<file path="src/rtl/uart_pkg.sv">
// Shared defaults and the baud-divider computation for the UART sampler.
package uart_pkg;

   localparam int CLK_FREQ_DEFAULT   = 25_000_000;
   localparam int BAUD_RATE_DEFAULT  = 115_200;
   localparam int SIPO_WIDTH_DEFAULT = 8;

   // Clock cycles per baud period, truncated.
   function automatic int calc_div(input int clk_freq, input int baud_rate);
      return clk_freq / baud_rate;
   endfunction

endpackage

</file>
<file path="src/rtl/uart_sampler_baud_tick_gen.sv">
// Free-running baud divider: one-cycle tick every DIV clocks.
module baud_tick_gen
   import uart_pkg::*;
#(
   parameter int CLK_FREQ  = CLK_FREQ_DEFAULT,
   parameter int BAUD_RATE = BAUD_RATE_DEFAULT
) (
   input  logic clk_25mhz,
   input  logic reset,
   output logic tick
);

   localparam int DIV = calc_div(CLK_FREQ, BAUD_RATE);
   localparam int CW  = (DIV > 1) ? $clog2(DIV) : 1;
   localparam logic [CW-1:0] LAST = CW'(DIV - 1);

   logic [CW-1:0] cnt;

   always_ff @(posedge clk_25mhz) begin
      if (reset)
         cnt <= '0;
      else if (cnt == LAST)
         cnt <= '0;
      else
         cnt <= cnt + 1'b1;
   end

   // Gated so nothing downstream sees a tick while reset is held.
   assign tick = (cnt == LAST) && !reset;

endmodule

</file>
<file path="src/rtl/uart_sampler.sv">
// Samples the RX line once per baud period into a SIPO register; exposes the
// four newest samples and a one-cycle strobe when a new sample lands.
module uart_sampler
   import uart_pkg::*;
#(
   parameter int CLK_FREQ   = CLK_FREQ_DEFAULT,
   parameter int BAUD_RATE  = BAUD_RATE_DEFAULT,
   parameter int SIPO_WIDTH = SIPO_WIDTH_DEFAULT
) (
   input  logic       clk_25mhz,
   input  logic       reset,
   input  logic       rx_data,
   output logic [3:0] last_4_bits,
   output logic       sample_tick
);

   logic                  sync1, sync2;
   logic                  rx_sync;
   logic                  tick_int;
   logic [SIPO_WIDTH-1:0] sr;

   baud_tick_gen #(
      .CLK_FREQ  (CLK_FREQ),
      .BAUD_RATE (BAUD_RATE)
   ) u_tick (
      .clk_25mhz (clk_25mhz),
      .reset     (reset),
      .tick      (tick_int)
   );

   // Synchronizer idles high to match the line's idle level.
   always_ff @(posedge clk_25mhz) begin
      if (reset) begin
         sync1 <= 1'b1;
         sync2 <= 1'b1;
      end else begin
         sync1 <= rx_data;
         sync2 <= sync1;
      end
   end

   assign rx_sync = sync2;

   always_ff @(posedge clk_25mhz) begin
      if (reset) begin
         sr          <= '1;
         sample_tick <= 1'b0;
      end else begin
         sample_tick <= tick_int;
         if (tick_int)
            sr <= {sr[SIPO_WIDTH-2:0], rx_sync};
      end
   end

   assign last_4_bits = sr[3:0];

   // The oldest sample only falls off the end of the register.
   logic unused_sr_msb;
   assign unused_sr_msb = sr[SIPO_WIDTH-1];

endmodule

</file>
<file path="config.mk">
export PLATFORM = sky130hd
export DESIGN_NAME = uart_sampler
export DESIGN_NICKNAME = d
export VERILOG_FILES = /design/src/rtl/uart_pkg.sv /design/src/rtl/uart_sampler_baud_tick_gen.sv /design/src/rtl/uart_sampler.sv
export SDC_FILE = /design/constraint.sdc
export NUM_CORES = 1
export LEC_CHECK = 0
export ABC_AREA = 0
export BUFFER_PORTS_ARGS = -buffer_cell sky130_fd_sc_hd__buf_2
export CORE_UTILIZATION = 47
export CTS_CLUSTER_SIZE = 40
export DETAILED_ROUTE_END_ITERATION = 6
export GPL_TIMING_DRIVEN = 0
export PLACE_DENSITY = 0.76
export SLEW_MARGIN = 20
export SYNTH_ARGS = -nofsm -noshare
export SYNTH_HDL_FRONTEND = slang
export SYNTH_SLANG_ARGS = --single-unit
</file>
<file path="constraint.sdc">
create_clock -name clk_25mhz -period 1.5 [get_ports clk_25mhz]
set_clock_uncertainty 0.15 [all_clocks]
set_input_delay 0.225 -clock clk_25mhz [delete_from_list [all_inputs] [get_ports clk_25mhz]]
set_output_delay 0.225 -clock clk_25mhz [all_outputs]
set_load 0.01 [all_outputs]
</file>
# == After elaboration in Yosys (flattened, before gate mapping) ==
# Index checks and enable logic that the tools add are counted.
# totals
in_bits,3
output_inout_bits,5
reg_bits,15
elab_cells,10
# classes
n_reduce_logical,3
addsub,1
eq_ne,1
# op_table
op,n
"adder 8 x 1 -> 8 bit, second input constant",1
"equality test 8 bit, second input constant",1
OR reduction 2 bit,1
logical AND 1 bit,1
zero test 1 bit,1

# == Depth between registers and ports, before layout ==
# depth
ltp_word,2
depth_mapped,5
mapped_depth_nobuf,5

# == Modules after synthesis ==
# A second synthesis with hierarchy kept.
# unflattened
hier_cells,58
area_unflattened_um2,576.8
# by_module_without_submodules
mod,n_inst,seq_area_each_um2,area_each_um2,cells_per_inst
baud_tick_gen,1,160.2,357.8,40
uart_sampler,1,140.1,219.0,18

# == Least setup slack after synthesis ==
# OpenSTA, ideal clock, no wires.
# synth_path
path_type,reg-to-reg
from,register u_tick.cnt[0]
to,register sr[0]
arrival_time_ns,1.226
synth_period_minus_slack_ns,1.447
setup_slack_ns,0.053
n_path_buf,0
required_time_ns,1.278
path_stages_with_launch,6
setup_ns,0.072
path_cell_list,dfxtp_1 -> inv_1 -> ha_1 -> nand4b_4 -> nor3_4 -> mux2i_1
# synth_via
elab_chain_len,2
# synth_rtl
element,line_no,rtl
"start, declared",uart_sampler_baud_tick_gen.sv:17,logic [CW-1:0] cnt;
"start signal, assigned",uart_sampler_baud_tick_gen.sv:25,cnt <= cnt + 1'b1;
equality test 8 bit,uart_sampler_baud_tick_gen.sv:29,assign tick = (cnt == LAST) && !reset;
logical AND 1 bit,uart_sampler_baud_tick_gen.sv:29,
"end signal, assigned",uart_sampler.sv:51,"sr <= {sr[SIPO_WIDTH-2:0], rx_sync};"
"end, declared",uart_sampler.sv:20,logic [SIPO_WIDTH-1:0] sr;
# Every way passes these cells.
# A chain may end at the register's enable or synchronous reset.

# == Worst setup path in the final report ==
# layout_path
from,register u_tick.cnt[0]
to,register u_tick.cnt[5]
# layout_via
elab_chain_len,2
elab_cells_between_ends,3
classes_between,1 x add/sub; 1 x eq/ne; 1 x reduce/logical
# layout_rtl
element
"parallel branches: the longest is 2 deep, another holds adder 8 x 1 -> 8 bit"
# Parallel ways; which one is timed is not known.

==> impl_results.md <==
- Tot Pwr: 687 µW
- Clock buffer depth: 2
- Initial antenna violation count: 0
- Post-synth top cells: dfxtp_1, nor2_1, inv_1, mux2i_1, nor3_1
- Crit path arrival time: about 1.5 ns
- Port Buf Inserts: 6
- Detail Placement HPWL: 696 µm
- Post-Syn Area: 632 µm²
- Max_cap viols: 0
- Vias in the first global route: 456
- Fin util: 67.1%
- Reg2reg start: u_tick.cnt[0]
- Part of the power in the clock network: 32.2%
- Sw Share: ~22%
- Largest net degree at the start of global routing: 11
- Vias per std cell: about 5.3
- Hold crit path type: in -> reg
- Clk pin slew, worst setup/hold paths: 0.08 ns
- Num Clock Sinks: 15
- Core area: 1170 µm²
- Worst setup path endpoint: u_tick.cnt[5]
- P per Cell Area: 874 nW/µm²
- Worst Max-Slew Pin Slew: ~0.47 ns
- Switch Pwr: 150 µW
- CP required: between 1.5 and 2 ns
- Initial DRC count: 12
- Layout area overhead: 24.4%
- Register share of total power: around 61%
- RSZ-0062 raised after global routing: true
- Die footprint: 1490 µm²
- CTS tree: done
- Leakage: ~0.31 nW
- Yosys warns: 0
- Yosys top cell area share: approximately 48%
- Placement row count: 12
- H-tree depth: 1
- Most common cell in the netlist: dfxtp_1
- Async SR Flop Fraction: 0%
- GRT Overall Usage: 18.5%
- Fin. max-slew vios: 0
- Final wirelength: 1.12 mm
- GR Overflow Total: 0
- Mapped Cells: 63
- DR pass1 iterations: 5
- Synth area leaders: dfxtp_1, mux2i_1, nor2_1
- Worst R2R End: u_tick.cnt[5]
- VDD IR-drop max: ~0.00060 V
- Sequential cell area: 304 µm²
- Footprint of the multi-input gates: between 300 and 400 µm²
- First-pass GRT wire length: 1.83 mm
- EDFF count, synth: 0
- Crit. Startpoint: u_tick.cnt[0]
- Initial Util: 54.0%
- Combinational Power Share: 7.2%
- Beginning of the worst hold path: reset
- Cts bufs inserted: 3
- Die Height: 38.7 µm
- Final GP Congestion: 0.701
- Worst setup path class: reg -> reg
- Final setup viols: 0
- CP max stage cell: or3_1
- Max Clk Rate: between 700 and 800 MHz
- Fill count: 88
- P_int: 537 µW
- CP Capture Type: flop
- Reg2reg path depth: 4
- Most used flip-flop cell after synthesis: dfxtp_1
- Status: completed
- Net count after synthesis: 68
- Drt drc: 0
- Sequential-to-total area share from yosys stat: 47.5%
- Routed Antenna Nets: 0
- Clk root buf: clkbuf_4
- Slew margin rel.: 68.9%
- Setup TNS: 0 ns
- R2R setup slack: around 0.074 ns
- Fin crit share: 95.1%
- Cell Chain, Critical Path: buf_4 -> nand3_1 -> or3_1 -> a211oi_2
- Die width: 38.7 µm
- Hold WS: 0.243 ns
- Startpoint Class: flop
- Net count, final: 85
- Minimum clock period: between 1 and 1.5 ns
- Synth Area per Inst: 10.0 µm²
- Post-synth cell types: 26
- Share of layout cells above drive strength 1: 31.6%
- Final Hold Fails: 0
- Boundary Pins: 8
- Clock latency on the worst-skew pair: 0.27 ns
- Vias: 491
- Drt wl/cell: 12.1 µm
- Crit path max fanout: 5
- Synth Register Bits: 15
- Leading area contributor after synthesis: dfxtp_1
- Slowest stage delay, CP: around 0.37 ns
- # diodes: 0
==> placed cells by master (no fill, tap or decap), drive strengths merged, types with 2 or more instances in the layout <==
cell,instances
buf,11
dfxtp,15
inv,4
clkbuf,6
and3,2
nor2,7
nand2b,2
mux2i,4
ha,2
nand3,3
or2,2
nor3,5
xor2,2
==> logic make-up (layout without fill, tap and decap cells) <==
kind of cell	count (synthesis)	in the layout	synth area share (%)
adder cells (fa/ha/maj)	2	2	3.96
multiplexers	4	4	6.34
flip-flops	15	15	47.5
XOR/XNOR	3	3	4.16
AND/OR/NAND/NOR	27	27	26.7
AO/OA/AOI/OAI	6	6	7.72
buffers and inverters	6	22	3.56
==> per-layer routing <==
metal / vias to the layer above / GRT usage, % / share of wire (%)
met4: 0 / 10.3 / 0.89
met2: 9 / 30.4 / 46
met1: 224 / 22.1 / 50
met3: 2 / 3.47 / 2.3
met5: - / 0 / 0
li1: 256 / - / -
==> power by group through the flow <==
stage                     Combinational (mW)  Clock [mW]  Sequential (mW)
after floorplan                       0.0257           0            0.423
after global placement                0.0304           0            0.424
after detailed placement              0.0318           0            0.425
after CTS                             0.0482       0.230            0.415
after global routing                  0.0539       0.252            0.418
final                                 0.0492       0.222            0.416
==> registers in the layout, indices dropped and copies added, names as in the netlist <==
| signal | flops |
|---|---|
| u_tick.cnt | 8 |
| sr | 4 |
| rx_sync | 1 |
| sample_tick | 1 |
| sync1 | 1 |
==> how the worst min path moves through the flow <==
stage	endpoint	depth (start not counted)
final	sync1	2
after global routing	sync1	2
after CTS	sync1	2
after detailed placement	rx_sync	1
after global placement	rx_sync	1
after floorplan	sync1	1
==> layout make-up <==
| cell class | count | share of cell area [%] |
|---|---|---|
| repair buffers | 12 | 11.9 |
| multi-input cells | 42 | 40.9 |
| inverters | 4 | 1.91 |
| flip-flops and latches | 15 | 38.7 |
| plain buffers | 2 | 0.955 |
| clock buffers | 4 | 3.34 |
| well taps | 14 | 2.23 |
==> worst max-delay path, delay by kind of cell, from the launching register on <==
| kind | cells | cell delay (ns) |
|---|---|---|
| flops | 1 | 0.34 |
| simple gates | 2 | 0.54 |
| buf+inv | 1 | 0.12 |
| compound gates | 1 | 0.21 |
==> stage by stage <==
step | area (µm²) | std cells | worst slack, ns
4_1_cts | 812 | 94 | 0.00289
6_report | 786 | 93 | 0.0736
2_1_floorplan | 632 | 63 | 0.0525
3_3_place_gp | 679 | 83 | -0.0980
3_5_place_dp | 679 | 83 | -0.137
5_1_grt | 786 | 93 | -0.000287
==> what timing repair did <==
| action | CTS | global route |
|---|---|---|
| gates cloned | 1 | 0 |
| resized for setup | 7 | 2 |
| buffers inserted | 5 | 0 |
| endpoints found under the setup margin | 10 | 9 |
| pin swaps | 2 | 2 |
| hold endpoints to repair | 1 | 0 |
| hold buffers | 1 | 0 |
Note: power is estimated with default switching activity, not from simulation.
